`src/rtl/mem_arbiter_if.sv`:
```
// mem_arbiter_if: request, CPU wishbone and memory wishbone signals around the arbiter
//  Names are seen from the arbiter: _i signals flow into it, _o signals flow out of it.
//  vid_req_i/vid_addr_i/vid_ak_o   video DMA request, burst start word address, per-beat ack
//  snd_req_i/snd_addr_i/snd_ak_o   sound DMA request, burst start word address, per-beat ack
//  dma_err_o                        DMA burst terminated by a memory error
//  cpu_*                            CPU wishbone single-beat port
//  mem_*                            external memory wishbone port
//  slave: the arbiter's view; master: the environment driving requests and memory responses
interface mem_arbiter_if;
    logic        vid_req_i;
    logic [21:0] vid_addr_i;
    logic        vid_ak_o;
    logic        snd_req_i;
    logic [21:0] snd_addr_i;
    logic        snd_ak_o;
    logic        dma_err_o;
    logic        cpu_cyc_i;
    logic        cpu_stb_i;
    logic        cpu_we_i;
    logic [3:0]  cpu_sel_i;
    logic [21:0] cpu_addr_i;
    logic        cpu_ack_o;
    logic        cpu_err_o;
    logic        mem_cyc_o;
    logic        mem_stb_o;
    logic        mem_we_o;
    logic [3:0]  mem_sel_o;
    logic [2:0]  mem_cti_o;
    logic [21:0] mem_addr_o;
    logic        mem_ack_i;
    logic        mem_err_i;
    modport slave (
        input  vid_req_i, vid_addr_i, snd_req_i, snd_addr_i,
        input  cpu_cyc_i, cpu_stb_i, cpu_we_i, cpu_sel_i, cpu_addr_i,
        input  mem_ack_i, mem_err_i,
        output vid_ak_o, snd_ak_o, dma_err_o, cpu_ack_o, cpu_err_o,
        output mem_cyc_o, mem_stb_o, mem_we_o, mem_sel_o, mem_cti_o, mem_addr_o
    );
    modport master (
        output vid_req_i, vid_addr_i, snd_req_i, snd_addr_i,
        output cpu_cyc_i, cpu_stb_i, cpu_we_i, cpu_sel_i, cpu_addr_i,
        output mem_ack_i, mem_err_i,
        input  vid_ak_o, snd_ak_o, dma_err_o, cpu_ack_o, cpu_err_o,
        input  mem_cyc_o, mem_stb_o, mem_we_o, mem_sel_o, mem_cti_o, mem_addr_o
    );
endinterface

```
`src/rtl/mem_arbiter.sv`:
```
// mem_arbiter: shares one memory wishbone port between video DMA, sound DMA and the CPU
//  clkcpu  system clock, rising edge
//  rst_n   asynchronous active-low reset
//  bus     mem_arbiter_if.slave: DMA requests/acks, CPU wishbone port, memory wishbone port
//  DMA grants run fixed BURST_LEN-beat incrementing bursts, CPU grants a single beat.
//  Priority video > sound > CPU, except that a CPU kept waiting through CPU_MAX_WAIT
//  DMA grants is served next. Every transaction is followed by one idle cycle.
module mem_arbiter #(
    parameter int BURST_LEN    = 4,
    parameter int CPU_MAX_WAIT = 3
) (
    input logic         clkcpu,
    input logic         rst_n,
    mem_arbiter_if.slave bus
);
    localparam int BW = $clog2(BURST_LEN);
    localparam int WW = $clog2(CPU_MAX_WAIT + 1);
    typedef enum logic [1:0] {IDLE, VID, SND, CPU} state_t;
    state_t      state_q, state_d;
    logic [BW-1:0] beat_q, beat_d;
    logic [WW-1:0] wait_q, wait_d;
    logic [21:0] base_q, base_d;
    logic        we_q, we_d;
    logic [3:0]  sel_q, sel_d;
    logic        cyc_q;
    logic        cpu_req, dma, last, cpu_st;
    assign cpu_req = bus.cpu_cyc_i & bus.cpu_stb_i;
    assign dma     = (state_q == VID) || (state_q == SND);
    assign cpu_st  = state_q == CPU;
    assign last    = beat_q == BW'(BURST_LEN - 1);
    always_comb begin
        state_d = state_q;
        beat_d  = beat_q;
        wait_d  = wait_q;
        base_d  = base_q;
        we_d    = we_q;
        sel_d   = sel_q;
        case (state_q)
            IDLE: begin
                beat_d = '0;
                wait_d = '0;
                if (cpu_req && wait_q == WW'(CPU_MAX_WAIT)) state_d = CPU;
                else if (bus.vid_req_i) begin
                    state_d = VID;
                    base_d  = bus.vid_addr_i;
                end else if (bus.snd_req_i) begin
                    state_d = SND;
                    base_d  = bus.snd_addr_i;
                end else if (cpu_req) state_d = CPU;
                if (state_d == CPU) begin
                    base_d = bus.cpu_addr_i;
                    we_d   = bus.cpu_we_i;
                    sel_d  = bus.cpu_sel_i;
                end else begin
                    we_d  = 1'b0;
                    sel_d = 4'hf;
                    // a DMA grant that overtakes a pending CPU request counts toward starvation
                    if (state_d != IDLE && cpu_req)
                        wait_d = (wait_q == WW'(CPU_MAX_WAIT)) ? wait_q : wait_q + 1'b1;
                end
            end
            VID, SND: begin
                if (bus.mem_err_i) state_d = IDLE;
                else if (bus.mem_ack_i) begin
                    state_d = last ? IDLE : state_q;
                    beat_d  = beat_q + 1'b1;
                end
            end
            CPU: begin
                // a dropped cpu_cyc_i abandons the access without forwarding anything
                if (bus.mem_ack_i || bus.mem_err_i || !bus.cpu_cyc_i) state_d = IDLE;
            end
        endcase
    end
    always_ff @(posedge clkcpu or negedge rst_n) begin
        if (!rst_n) begin
            state_q <= IDLE;
            beat_q  <= '0;
            wait_q  <= '0;
            base_q  <= '0;
            we_q    <= 1'b0;
            sel_q   <= '0;
            cyc_q   <= 1'b0;
        end else begin
            state_q <= state_d;
            beat_q  <= beat_d;
            wait_q  <= wait_d;
            base_q  <= base_d;
            we_q    <= we_d;
            sel_q   <= sel_d;
            cyc_q   <= state_d != IDLE;
        end
    end
    assign bus.vid_ak_o   = (state_q == VID) & bus.mem_ack_i & ~bus.mem_err_i;
    assign bus.snd_ak_o   = (state_q == SND) & bus.mem_ack_i & ~bus.mem_err_i;
    assign bus.dma_err_o  = dma & bus.mem_err_i;
    assign bus.cpu_ack_o  = cpu_st & bus.cpu_cyc_i & bus.mem_ack_i & ~bus.mem_err_i;
    assign bus.cpu_err_o  = cpu_st & bus.cpu_cyc_i & bus.mem_err_i;
    assign bus.mem_cyc_o  = cyc_q;
    assign bus.mem_stb_o  = cyc_q;
    assign bus.mem_we_o   = cpu_st & we_q;
    assign bus.mem_sel_o  = cyc_q ? sel_q : 4'h0;
    assign bus.mem_cti_o  = dma ? (last ? 3'b111 : 3'b010) : 3'b000;
    assign bus.mem_addr_o = dma ? base_q + 22'(beat_q) : cpu_st ? base_q : 22'h0;
endmodule

```
`src/flat_wrapper.sv`:
```
// flat-port wrapper written by rule: the top's interface ports become plain ports
module mem_arbiter_flat 
#(
    parameter int BURST_LEN    = 4,
    parameter int CPU_MAX_WAIT = 3
)
  (clkcpu, rst_n, bus_vid_req_i, bus_vid_addr_i, bus_snd_req_i, bus_snd_addr_i, bus_cpu_cyc_i, bus_cpu_stb_i, bus_cpu_we_i, bus_cpu_sel_i, bus_cpu_addr_i, bus_mem_ack_i, bus_mem_err_i, bus_vid_ak_o, bus_snd_ak_o, bus_dma_err_o, bus_cpu_ack_o, bus_cpu_err_o, bus_mem_cyc_o, bus_mem_stb_o, bus_mem_we_o, bus_mem_sel_o, bus_mem_cti_o, bus_mem_addr_o);
  mem_arbiter_if bus_i ();
  input logic clkcpu;
  input logic rst_n;
  input wire logic [$bits(bus_i.vid_req_i)-1:0] bus_vid_req_i;
  input wire logic [$bits(bus_i.vid_addr_i)-1:0] bus_vid_addr_i;
  input wire logic [$bits(bus_i.snd_req_i)-1:0] bus_snd_req_i;
  input wire logic [$bits(bus_i.snd_addr_i)-1:0] bus_snd_addr_i;
  input wire logic [$bits(bus_i.cpu_cyc_i)-1:0] bus_cpu_cyc_i;
  input wire logic [$bits(bus_i.cpu_stb_i)-1:0] bus_cpu_stb_i;
  input wire logic [$bits(bus_i.cpu_we_i)-1:0] bus_cpu_we_i;
  input wire logic [$bits(bus_i.cpu_sel_i)-1:0] bus_cpu_sel_i;
  input wire logic [$bits(bus_i.cpu_addr_i)-1:0] bus_cpu_addr_i;
  input wire logic [$bits(bus_i.mem_ack_i)-1:0] bus_mem_ack_i;
  input wire logic [$bits(bus_i.mem_err_i)-1:0] bus_mem_err_i;
  output wire logic [$bits(bus_i.vid_ak_o)-1:0] bus_vid_ak_o;
  output wire logic [$bits(bus_i.snd_ak_o)-1:0] bus_snd_ak_o;
  output wire logic [$bits(bus_i.dma_err_o)-1:0] bus_dma_err_o;
  output wire logic [$bits(bus_i.cpu_ack_o)-1:0] bus_cpu_ack_o;
  output wire logic [$bits(bus_i.cpu_err_o)-1:0] bus_cpu_err_o;
  output wire logic [$bits(bus_i.mem_cyc_o)-1:0] bus_mem_cyc_o;
  output wire logic [$bits(bus_i.mem_stb_o)-1:0] bus_mem_stb_o;
  output wire logic [$bits(bus_i.mem_we_o)-1:0] bus_mem_we_o;
  output wire logic [$bits(bus_i.mem_sel_o)-1:0] bus_mem_sel_o;
  output wire logic [$bits(bus_i.mem_cti_o)-1:0] bus_mem_cti_o;
  output wire logic [$bits(bus_i.mem_addr_o)-1:0] bus_mem_addr_o;
  assign bus_i.vid_req_i = bus_vid_req_i;
  assign bus_i.vid_addr_i = bus_vid_addr_i;
  assign bus_i.snd_req_i = bus_snd_req_i;
  assign bus_i.snd_addr_i = bus_snd_addr_i;
  assign bus_i.cpu_cyc_i = bus_cpu_cyc_i;
  assign bus_i.cpu_stb_i = bus_cpu_stb_i;
  assign bus_i.cpu_we_i = bus_cpu_we_i;
  assign bus_i.cpu_sel_i = bus_cpu_sel_i;
  assign bus_i.cpu_addr_i = bus_cpu_addr_i;
  assign bus_i.mem_ack_i = bus_mem_ack_i;
  assign bus_i.mem_err_i = bus_mem_err_i;
  assign bus_vid_ak_o = bus_i.vid_ak_o;
  assign bus_snd_ak_o = bus_i.snd_ak_o;
  assign bus_dma_err_o = bus_i.dma_err_o;
  assign bus_cpu_ack_o = bus_i.cpu_ack_o;
  assign bus_cpu_err_o = bus_i.cpu_err_o;
  assign bus_mem_cyc_o = bus_i.mem_cyc_o;
  assign bus_mem_stb_o = bus_i.mem_stb_o;
  assign bus_mem_we_o = bus_i.mem_we_o;
  assign bus_mem_sel_o = bus_i.mem_sel_o;
  assign bus_mem_cti_o = bus_i.mem_cti_o;
  assign bus_mem_addr_o = bus_i.mem_addr_o;
  mem_arbiter #(.BURST_LEN(BURST_LEN), .CPU_MAX_WAIT(CPU_MAX_WAIT)) u_core (.clkcpu(clkcpu), .rst_n(rst_n), .bus(bus_i));
endmodule
```
`config.mk`:
```
export PLATFORM = sky130hd
export DESIGN_NAME = mem_arbiter_flat
export DESIGN_NICKNAME = d
export VERILOG_FILES = /design/src/rtl/mem_arbiter_if.sv /design/src/rtl/mem_arbiter.sv /design/src/flat_wrapper.sv
export SDC_FILE = /design/constraint.sdc
export NUM_CORES = 1
export LEC_CHECK = 0
export BUFFER_PORTS_ARGS = -buffer_cell sky130_fd_sc_hd__buf_2
export CAP_MARGIN = 20
export CORE_ASPECT_RATIO = 0.8
export CORE_MARGIN = 8
export CORE_UTILIZATION = 52
export DETAILED_ROUTE_END_ITERATION = 7
export GPL_ROUTABILITY_DRIVEN = 0
export PLACE_DENSITY_LB_ADDON = 0.25
export SLEW_MARGIN = 10
export SYNTH_ARGS = -nofsm -noshare
export SYNTH_HDL_FRONTEND = slang
export SYNTH_SLANG_ARGS = --single-unit
```
`constraint.sdc`:
```
create_clock -name clkcpu -period 5.8 [get_ports clkcpu]
set_input_delay 0.58 -clock clkcpu [delete_from_list [all_inputs] [get_ports clkcpu]]
set_output_delay 0.58 -clock clkcpu [all_outputs]
set_load 0.02 [all_outputs]
```
==> metrics.cfg, run 1 <==
[outcome]
status = complete, no violations

[synthesis]
synth.cell_area_mm2 = 0.00264
ys_async_sr_fraction_pct = 100
syn_area_per_cell_um2 = 8.39
ys.flop_type = dfrtp_1
ys_seq_elements = 34
synth_fp_nets = 403
syn_inst = 315
netlist-cell-type-count = 45
ys_warn_count = 0
yosysSeqAreaShare_pct = 32.2
synth_edf_count = 0

[global_route]
antenna_found_initial = 0
grt_use_total_pct = 19.8
grt_pass1_wl_um = 12100
grt.overflow.total = 0
grt_max_degree = 46
grt_pass1_vias = 2538

[sta]
fin_setup_tns_ps = 0
timing.hold.ws_ps = 353
worstMarginPinSlew_ps = 1020
skew_ps = 5.83
min_period_ps = 3270
slew_headroom_pct = 32.3
max_freq_mhz = 306
grt_setup_unrepaired = false
hold_viol_final = 0
timing.final.crit_share_pct = 56.4
slew_viol_final = 0
finalSetupViolCount = 0

[worst_setup_path]
ff2ff_path_depth = 6
endpoint_kind = output port
worstPathArrival_ps = 2690
worst-path-max-fanout = 12
slowest_delay_ps = 510
critPathLaunchType = flip-flop
crit_family = simple AND/OR/NAND/NOR gates
path_buf_inv = 2
cp.depth = 7
path_class = flip-flop to output port
cp.required_ps = 5220
critPathSlowestCell = or3_1
worstPathCellList = inv_1, ha_1, nand2_1, or3_1, nor3_2, mux2i_1, buf_2

[placed_design]
io_buffers = 115
dp_hpwl_um = 5800
dpl-instance-area_mm2 = 0.00320

[power]
cellPowerDensity_mw_per_mm2 = 492
p_leak_nw = 1.71
vdd_drop_max_mv = 0.314

[clock_network]
cts_resized = 0
hold_buffers = 0
clk_latency_ps = 290
cts_tree = yes
post_cts_buffers = 0
clock-root-buffer = clkbuf_8
clk_pin_slew_ps = 70
clock_sinks = 34
numCtsBuffers = 5
clock_path_buffers = 2
cts-htree-levels = 2

[die]
initial_core_util_pct = 53.4
ioPinCount = 116
die_area_mm2 = 0.00764
die_h_um = 79.8
die_w_um = 95.7
num_rows = 23
core_area_mm2 = 0.00495

[drt]
firstDrtPassIters = 5
vias = 2738
ant_nets = 0
wirelength_um = 7610
vias_per_cell = 5.74
routedWlPerCell_um = 15.9
drtIter0Drc = 177
remaining_drc_errors = 0

[layout]
final_area_mm2 = 0.00334
nets = 503
diodes = 0
area_delta_synth_final_pct = 26.4
drive_gt1_share_pct = 31.6

[min_path]
hold_class = input port to async pin

[job]
drv_cap = 0

[metrics by stage]
stage	setup WS, ps	instances	utilization, %	total power [mW]
2_1_floorplan	2870	315	-	1.14
3_5_place_dp	2880	469	64.7	1.42
5_1_grt	2320	477	67.5	1.76
4_1_cts	2540	476	66.9	1.65
3_3_place_gp	2940	469	64.7	1.40
6_report	2530	477	67.5	1.64
[sequential cells by signal, summed over array words and instances (netlist names)]
name and flops:
u_core.base_q 22, u_core.beat_q 2, u_core.bus.mem_cyc_o 1, u_core.sel_q 4, u_core.state_q 2, u_core.wait_q 2, u_core.we_q 1
[metal layers]
layer  GRT usage (%)  vias to the layer above  part of all wire, %
met4            4.44                        0                 0.71
met1            26.9                     1263                   45
met5               0                        -                    0
met2            30.0                      126                   44
li1                -                     1344                    -
met3            6.11                        5                  9.4
[cells in the final DEF (no fill, tap or decap), drive strengths merged, types with 3 or more instances in the layout]
cell | synthesis | final
a221o | 22 | 22
a22o | 4 | 4
and2 | 9 | 9
and3 | 7 | 7
buf | 18 | 117
clkbuf | 6 | 6
dfrtp | 34 | 34
ha | 8 | 8
inv | 11 | 11
mux2i | 34 | 34
nand2 | 48 | 48
nand3 | 8 | 8
nand4 | 4 | 4
nor2 | 50 | 50
nor3 | 3 | 3
o21ai | 8 | 8
o22a | 4 | 4
o22ai | 3 | 3
o311ai | 6 | 6
o41ai | 4 | 4
[final timing paths]
kind / from / to / slack, ps
hold reg to reg: u_core.sel_q[1] / u_core.sel_q[1] / 500
max in group asynchronous: rst_n / u_core.base_q[17] / 4960
setup reg to reg: u_core.state_q[0] / u_core.base_q[21] / 3530
hold / removal: rst_n / u_core.base_q[4] / 350
min in group clkcpu: u_core.sel_q[1] / u_core.sel_q[1] / 500
setup / recovery: u_core.state_q[1] / bus_mem_addr_o[21] / 2530
[cell families after synthesis]
kind of cell	synth area share, %
AOI/OAI and AO/OA	19.5
xor gates and xnor gates	0.663
adders and majority gates	4.54
buffers and inverters	6.06
DFF	32.2
muxes	13.3
and+or+nand+nor	23.8
[Yosys cell counts (all sizes together) (3+ instances only)]
| cell | n | area share (%) |
|---|---|---|
| nor2 | 50 | 7.1 |
| nand2 | 48 | 6.8 |
| dfrtp | 34 | 32 |
| mux2i | 34 | 13 |
| a221o | 22 | 8.3 |
| buf | 18 | 3.6 |
| inv | 11 | 1.6 |
| and2 | 9 | 2.1 |
| ha | 8 | 3.8 |
| nand3 | 8 | 1.5 |
| o21ai | 8 | 1.5 |
| and3 | 7 | 1.7 |
| clkbuf | 6 | 0.85 |
| o311ai | 6 | 2.0 |
| a22o | 4 | 1.3 |
| nand4 | 4 | 1.2 |
| o22a | 4 | 1.3 |
| o41ai | 4 | 1.3 |
| nor3 | 3 | 0.76 |
| o22ai | 3 | 0.71 |
[layout make-up]
class	instances	area, um2
clock inverter	1	30.0
inverter	11	41.3
timing repair buffer	117	611
clock buffer	6	82.6
tap	62	77.6
multi-input combinational	246	1650
fill	407	1610
sequential	34	851
[power breakdown]
group	internal, mW	switching [mW]	leakage [nW]	total [mW]
clock	0.137	0.0866	0.0573	0.224
combinational	0.366	0.564	1.24	0.930
sequential	0.342	0.148	0.414	0.490
total	0.846	0.798	1.71	1.64
Power figures use the tool's default switching activity.
==> inputs of run 2 (changes only) <==
CORE_UTILIZATION = 43   (was 52)
clock period = 2.9 ns   (was 5.8 ns; I/O delays follow)
==> metrics.cfg, run 2 (synthesized netlist as in run 1, its figures left out) <==
[outcome]
status = complete, no violations

[sta]
min_period_ps = 2680
max_freq_mhz = 373
timing.final.crit_share_pct = 92.4
fin_setup_tns_ps = 0  ; unchanged
skew_ps = 9.11  ; +3.28 ps
slew_headroom_pct = 34.5  ; +2.3 points
grt_setup_unrepaired = false
finalSetupViolCount = 0  ; unchanged
worstMarginPinSlew_ps = 982  ; -34.3 ps
slew_viol_final = 0  ; unchanged
hold_viol_final = 0  ; unchanged

[die]
die_h_um = 86.1  ; +8.0%
initial_core_util_pct = 44.7  ; -8.7 points
die_w_um = 104  ; +8.3%
ioPinCount = 116  ; unchanged
core_area_mm2 = 0.00591  ; +19%
die_area_mm2 = 0.00893  ; +17%
num_rows = 25  ; +8.7%

[placed_design]
dpl-instance-area_mm2 = 0.00326  ; +1.9%
io_buffers = 115  ; unchanged
dp_hpwl_um = 6160  ; +6.2%

[power]
vdd_drop_max_mv = 0.586  ; +87%
clkPwrFrac_pct = 12.8  ; -0.8 points
intPower_mw = 1.70  ; +100%
p_sw_mw = 1.61  ; +100%
p_leak_nw = 1.72  ; +0.41%
comb_power_share_pct = 57.8  ; +1.2 points
pwr-share-seq_pct = 29.5  ; -0.3 points
p_sw_share_pct = 48.6  ; +0.10 points
cellPowerDensity_mw_per_mm2 = 975  ; +98%

[clock_network]
cts_tree = yes
clock_sinks = 34  ; unchanged
post_cts_buffers = 0  ; unchanged
clock-root-buffer = clkbuf_8
clk_pin_slew_ps = 70  ; about the same
clk_latency_ps = 290  ; about the same
clock_path_buffers = 2  ; unchanged
hold_buffers = 0  ; unchanged
numCtsBuffers = 5  ; unchanged
cts-htree-levels = 2  ; unchanged

[worst_setup_path]
path_class = flip-flop to output port
rr_startpoint = u_core.state_q[1]
critPathLaunchType = flip-flop
r2r-end = u_core.base_q[21]
worstPathCellList = inv_1, ha_1, nand2_1, or3_4, o311ai_1, o41ai_1, buf_2
critical_path.endpoint = bus_mem_addr_o[16]
cp.required_ps = 2610  ; -2610 ps
ff2ff_path_depth = 4  ; -2
slowest_delay_ps = 460  ; -50 ps
critPathSlowestCell = dfrtp_1
worstPathArrival_ps = 2390  ; -300 ps
worst-path-max-fanout = 7  ; -5
critPathLaunch = u_core.state_q[1]
endpoint_kind = output port
rrSetupSlack_ps = 670  ; -2860 ps

[global_route]
grt_pass1_vias = 2718  ; +7.1%
antenna_found_initial = 1  ; +1
grt_max_degree = 35  ; -24%
grt.overflow.total = 0  ; unchanged
grt_pass1_wl_um = 13100  ; +8.7%
grt_use_total_pct = 17.8  ; -2.0 points

[layout]
drive_gt1_share_pct = 33.3  ; +1.8 points
nets = 507  ; +0.80%
mostFrequentLayoutCell = buf_2
top_register = u_core.base_q
area_delta_synth_final_pct = 28.3
diodes = 0  ; unchanged
largestRegisters = u_core.base_q: 22 flops, u_core.sel_q: 4 flops
final_area_mm2 = 0.00339  ; +1.5%
largest_reg_flops = 22  ; unchanged
layout_common_cells = buf_2 (115), nor2_1 (50), nand2_1 (48)

[drt]
drtIter0Drc = 87  ; -51%
vias_per_cell = 5.37  ; -6.5%
remaining_drc_errors = 0  ; unchanged
wirelength_um = 7870  ; +3.4%
routedWlPerCell_um = 15.7  ; -1.5%
ant_nets = 0  ; unchanged
vias = 2690  ; -1.8%
firstDrtPassIters = 4  ; -1

[job]
drv_cap = 0  ; unchanged

[min_path]
hold_class = input port to async pin

==> run 2: changes by cell type in the layout (fill, tap and decap cells not counted), sizes merged <==
cell,previous run,this run
clkbuf,6,7
buf,117,121
==> run 2: routing by layer <==
layer	global-route usage [%]	vias up	wire length, um
li1	-	1350	-
met1	23.2	1237	3690
met2	27.7	88	3580
met3	5.54	13	488
met4	5.11	2	104
met5	0	-	10
==> run 2: how the worst min path moves through the flow <==
stage / startpoint / endpoint / slack [ps] / cells past startpoint
after floorplan: rst_n / u_core.base_q[0] / -6 / 0
after global placement: rst_n / u_core.base_q[20] / 400 / 1
after detailed placement: rst_n / u_core.base_q[2] / 410 / 1
after CTS: rst_n / u_core.base_q[2] / 90 / 1
after global routing: rst_n / u_core.base_q[20] / 120 / 1
final: rst_n / u_core.base_q[2] / 60 / 1
==> run 2: what timing repair did <==
item                                    4_1_cts  5_1_grt
hold endpoints to repair                      0        0
endpoints found under the setup margin        0       10
resized for setup                             0        6
==> run 2: worst max-delay path, delay by kind of cell, from the launching register on <==
family	cells	cell delay, ps
adder cells (fa/ha/maj)	1	330
AO/OA/AOI/OAI	2	440
AND/OR/NAND/NOR	2	580
buffers and inverters	2	290
flip-flops	1	460
==> run 2: through the flow <==
step | utilization (%) | setup slack, ps | cells | power, mW | hold WS [ps]
final | 57.4 | 219 | 501 | 3.31 | 58.3
after floorplan | - | 264 | 315 | 2.28 | -5.59
after global routing | 57.4 | 18.1 | 501 | 3.60 | 121
after CTS | 57.0 | 96.1 | 501 | 3.32 | 93.2
after detailed placement | 55.2 | 413 | 493 | 2.88 | 410
after global placement | 55.2 | 430 | 493 | 2.85 | 403
==> run 2: layout make-up <==
class | instances | area (um2)
inverter | 11 | 41.3
timing repair buffer | 121 | 621
tap | 81 | 101
fill | 573 | 2520
sequential | 34 | 852
clock inverter | 1 | 30.0
clock buffer | 7 | 76.3
multi-input combinational | 246 | 1670
==> run 2: power groups by stage <==
stage | clock network [mW] | logic [mW] | registers [mW]
after floorplan | 0 | 1.39 | 0.889
after global placement | 0 | 1.88 | 0.962
after detailed placement | 0 | 1.91 | 0.971
after CTS | 0.433 | 1.92 | 0.966
after global routing | 0.460 | 2.12 | 1.02
final | 0.422 | 1.91 | 0.974
==> inputs of run 3 (changes only) <==
BUFFER_PORTS_ARGS = -buffer_cell sky130_fd_sc_hd__buf_4   (was -buffer_cell sky130_fd_sc_hd__buf_2)
==> metrics.cfg, run 3 (synthesized netlist as in run 1, its figures left out) <==
[power]
intPower_mw = 1.83  ; +8.1%
clkPwrFrac_pct = 11.9  ; -0.9 points
p_sw_share_pct = 47.2  ; -1.4 points
vdd_drop_max_mv = 0.549  ; -6.2%
pwr-share-seq_pct = 28.1  ; -1.4 points
p_sw_mw = 1.64  ; +2.2%
comb_power_share_pct = 60.0  ; +2.2 points
cellPowerDensity_mw_per_mm2 = 947  ; -2.9%
p_leak_nw = 1.80  ; +4.4%

[sta]
slew_viol_final = 0  ; unchanged
skew_ps = 9.32  ; +0.215 ps
worstMarginPinSlew_ps = 979  ; -2.63 ps
timing.final.crit_share_pct = 94.6  ; +2.1 points
finalSetupViolCount = 0  ; unchanged
slew_headroom_pct = 34.7  ; +0.18 points
grt_setup_unrepaired = false
max_freq_mhz = 365  ; -2.3%
hold_viol_final = 0  ; unchanged
fin_setup_tns_ps = 0  ; unchanged
min_period_ps = 2740  ; +62.1 ps

[min_path]
hold_start = bus_cpu_sel_i[1]
worstHoldEndpoint = u_core.sel_q[1]
holdPathStages = 2
hold_class = input port to flip-flop

[global_route]
grt_pass1_wl_um = 13400  ; +1.8%
antenna_found_initial = 0  ; -1
grt.overflow.total = 0  ; unchanged
grt_use_total_pct = 18.3  ; +0.50 points
grt_max_degree = 35  ; unchanged
grt_pass1_vias = 2684  ; -1.3%

[worst_setup_path]
worstPathCellList = ha_1, inv_1, fa_2, or3_4, o311ai_1, o41ai_1, buf_4
worst-path-max-fanout = 6  ; -1
ff2ff_path_depth = 4  ; unchanged
rrSetupSlack_ps = 630  ; -40 ps
path_class = flip-flop to output port
critPathSlowestCell = or3_4
cp.required_ps = 2610  ; about the same
worstPathArrival_ps = 2450  ; +60 ps
r2r-end = u_core.base_q[13]
critPathLaunchType = flip-flop
endpoint_kind = output port
rr_startpoint = u_core.state_q[0]
slowest_delay_ps = 440  ; -20 ps

[clock_network]
clk_pin_slew_ps = 70  ; about the same
clk_latency_ps = 290  ; about the same
clock-root-buffer = clkbuf_8
post_cts_buffers = 0  ; unchanged
numCtsBuffers = 5  ; unchanged
cts_tree = yes
clock_sinks = 34  ; unchanged
clock_path_buffers = 2  ; unchanged
cts-htree-levels = 2  ; unchanged

[layout]
fill_cells = 532  ; -7.2%
nets = 506  ; -0.20%
mostFrequentLayoutCell = buf_4
largestRegisters = u_core.base_q: 22 flops, u_core.sel_q: 4 flops
area_delta_synth_final_pct = 38.9
layout_common_cells = buf_4 (119), nor2_1 (50), nand2_1 (48)
largest_reg_flops = 22  ; unchanged
final_area_mm2 = 0.00367  ; +8.3%
drive_gt1_share_pct = 33.2  ; -0.16 points
top_register = u_core.base_q
diodes = 0  ; unchanged

[drt]
vias = 2744  ; +2.0%
vias_per_cell = 5.49  ; +2.2%
firstDrtPassIters = 4  ; unchanged
wirelength_um = 8240  ; +4.8%
routedWlPerCell_um = 16.5  ; +5.0%
drtIter0Drc = 175  ; +100%
remaining_drc_errors = 0  ; unchanged
ant_nets = 0  ; unchanged

[outcome]
status = complete, no violations

[die]
ioPinCount = 116  ; unchanged
die_area_mm2 = 0.00893  ; unchanged
die_w_um = 104  ; unchanged
initial_core_util_pct = 44.7  ; unchanged
die_h_um = 86.1  ; unchanged
core_area_mm2 = 0.00591  ; unchanged
num_rows = 25  ; unchanged

[placed_design]
io_buffers = 115  ; unchanged
dpl-instance-area_mm2 = 0.00353  ; +8.4%
dp_hpwl_um = 6230  ; +1.2%

[job]
drv_cap = 0  ; unchanged

run 3: worst max path at each step:
stage                           start                 end  slack [ps]  cells past startpoint
global route        u_core.state_q[0]  bus_mem_addr_o[18]          30                      7
detailed placement   u_core.beat_q[0]  bus_mem_addr_o[18]         390                      6
floorplan            u_core.beat_q[0]  bus_mem_addr_o[18]         260                      6
global placement     u_core.beat_q[0]  bus_mem_addr_o[16]         440                      6
CTS                  u_core.beat_q[0]  bus_mem_addr_o[18]          50                      6
finish               u_core.beat_q[0]  bus_mem_addr_o[18]         160                      7
run 3: repair_timing:
| action | CTS | global route |
|---|---|---|
| hold buffers | 1 | 0 |
| endpoints found under the hold margin | 34 | 0 |
| endpoints found under the setup margin | 0 | 6 |
| resized for setup | 0 | 5 |
run 3: stage by stage:
step | util (%) | power, mW | instances | setup WS [ps] | hold WS (ps)
final | 62.1 | 3.48 | 500 | 157 | 214
after CTS | 61.8 | 3.49 | 500 | 54.2 | 205
after global routing | 62.1 | 3.77 | 500 | 27.6 | 209
after floorplan | - | 2.28 | 315 | 264 | -5.59
after global placement | 59.8 | 3.01 | 491 | 436 | 265
after detailed placement | 59.8 | 3.06 | 491 | 392 | 263
run 3: layer usage:
layer  GRT usage (%)  routed length [um]  up-vias
met1            23.9                3780     1288
li1                -                   -     1349
met5               0                   0        -
met3            6.37                 660        8
met4            5.11                  98        0
met2            28.0                3700       99
run 3: area by class of cell:
cell class	instances	area (um2)	area share, %
Tap cell	81	101	2.76
Clock buffer	8	110	3.00
Multi-Input combinational cell	246	1670	45.3
Timing Repair Buffer	120	903	24.6
Inverter	11	41.3	1.12
Sequential cell	34	852	23.2
run 3: worst max-delay path, delay by kind of cell, from the launching register on:
kind	cells	cell delay, ps
compound gates	2	490
flops	1	400
fa+ha+maj	2	590
buf+inv	2	240
simple gates	1	440
run 3: power by group through the flow:
stage | Sequential [mW] | Combinational [mW] | Clock, mW
2_1_floorplan | 0.889 | 1.39 | 0
3_3_place_gp | 0.962 | 2.05 | 0
3_5_place_dp | 0.972 | 2.08 | 0
4_1_cts | 0.964 | 2.10 | 0.428
5_1_grt | 1.02 | 2.30 | 0.449
6_report | 0.978 | 2.09 | 0.415
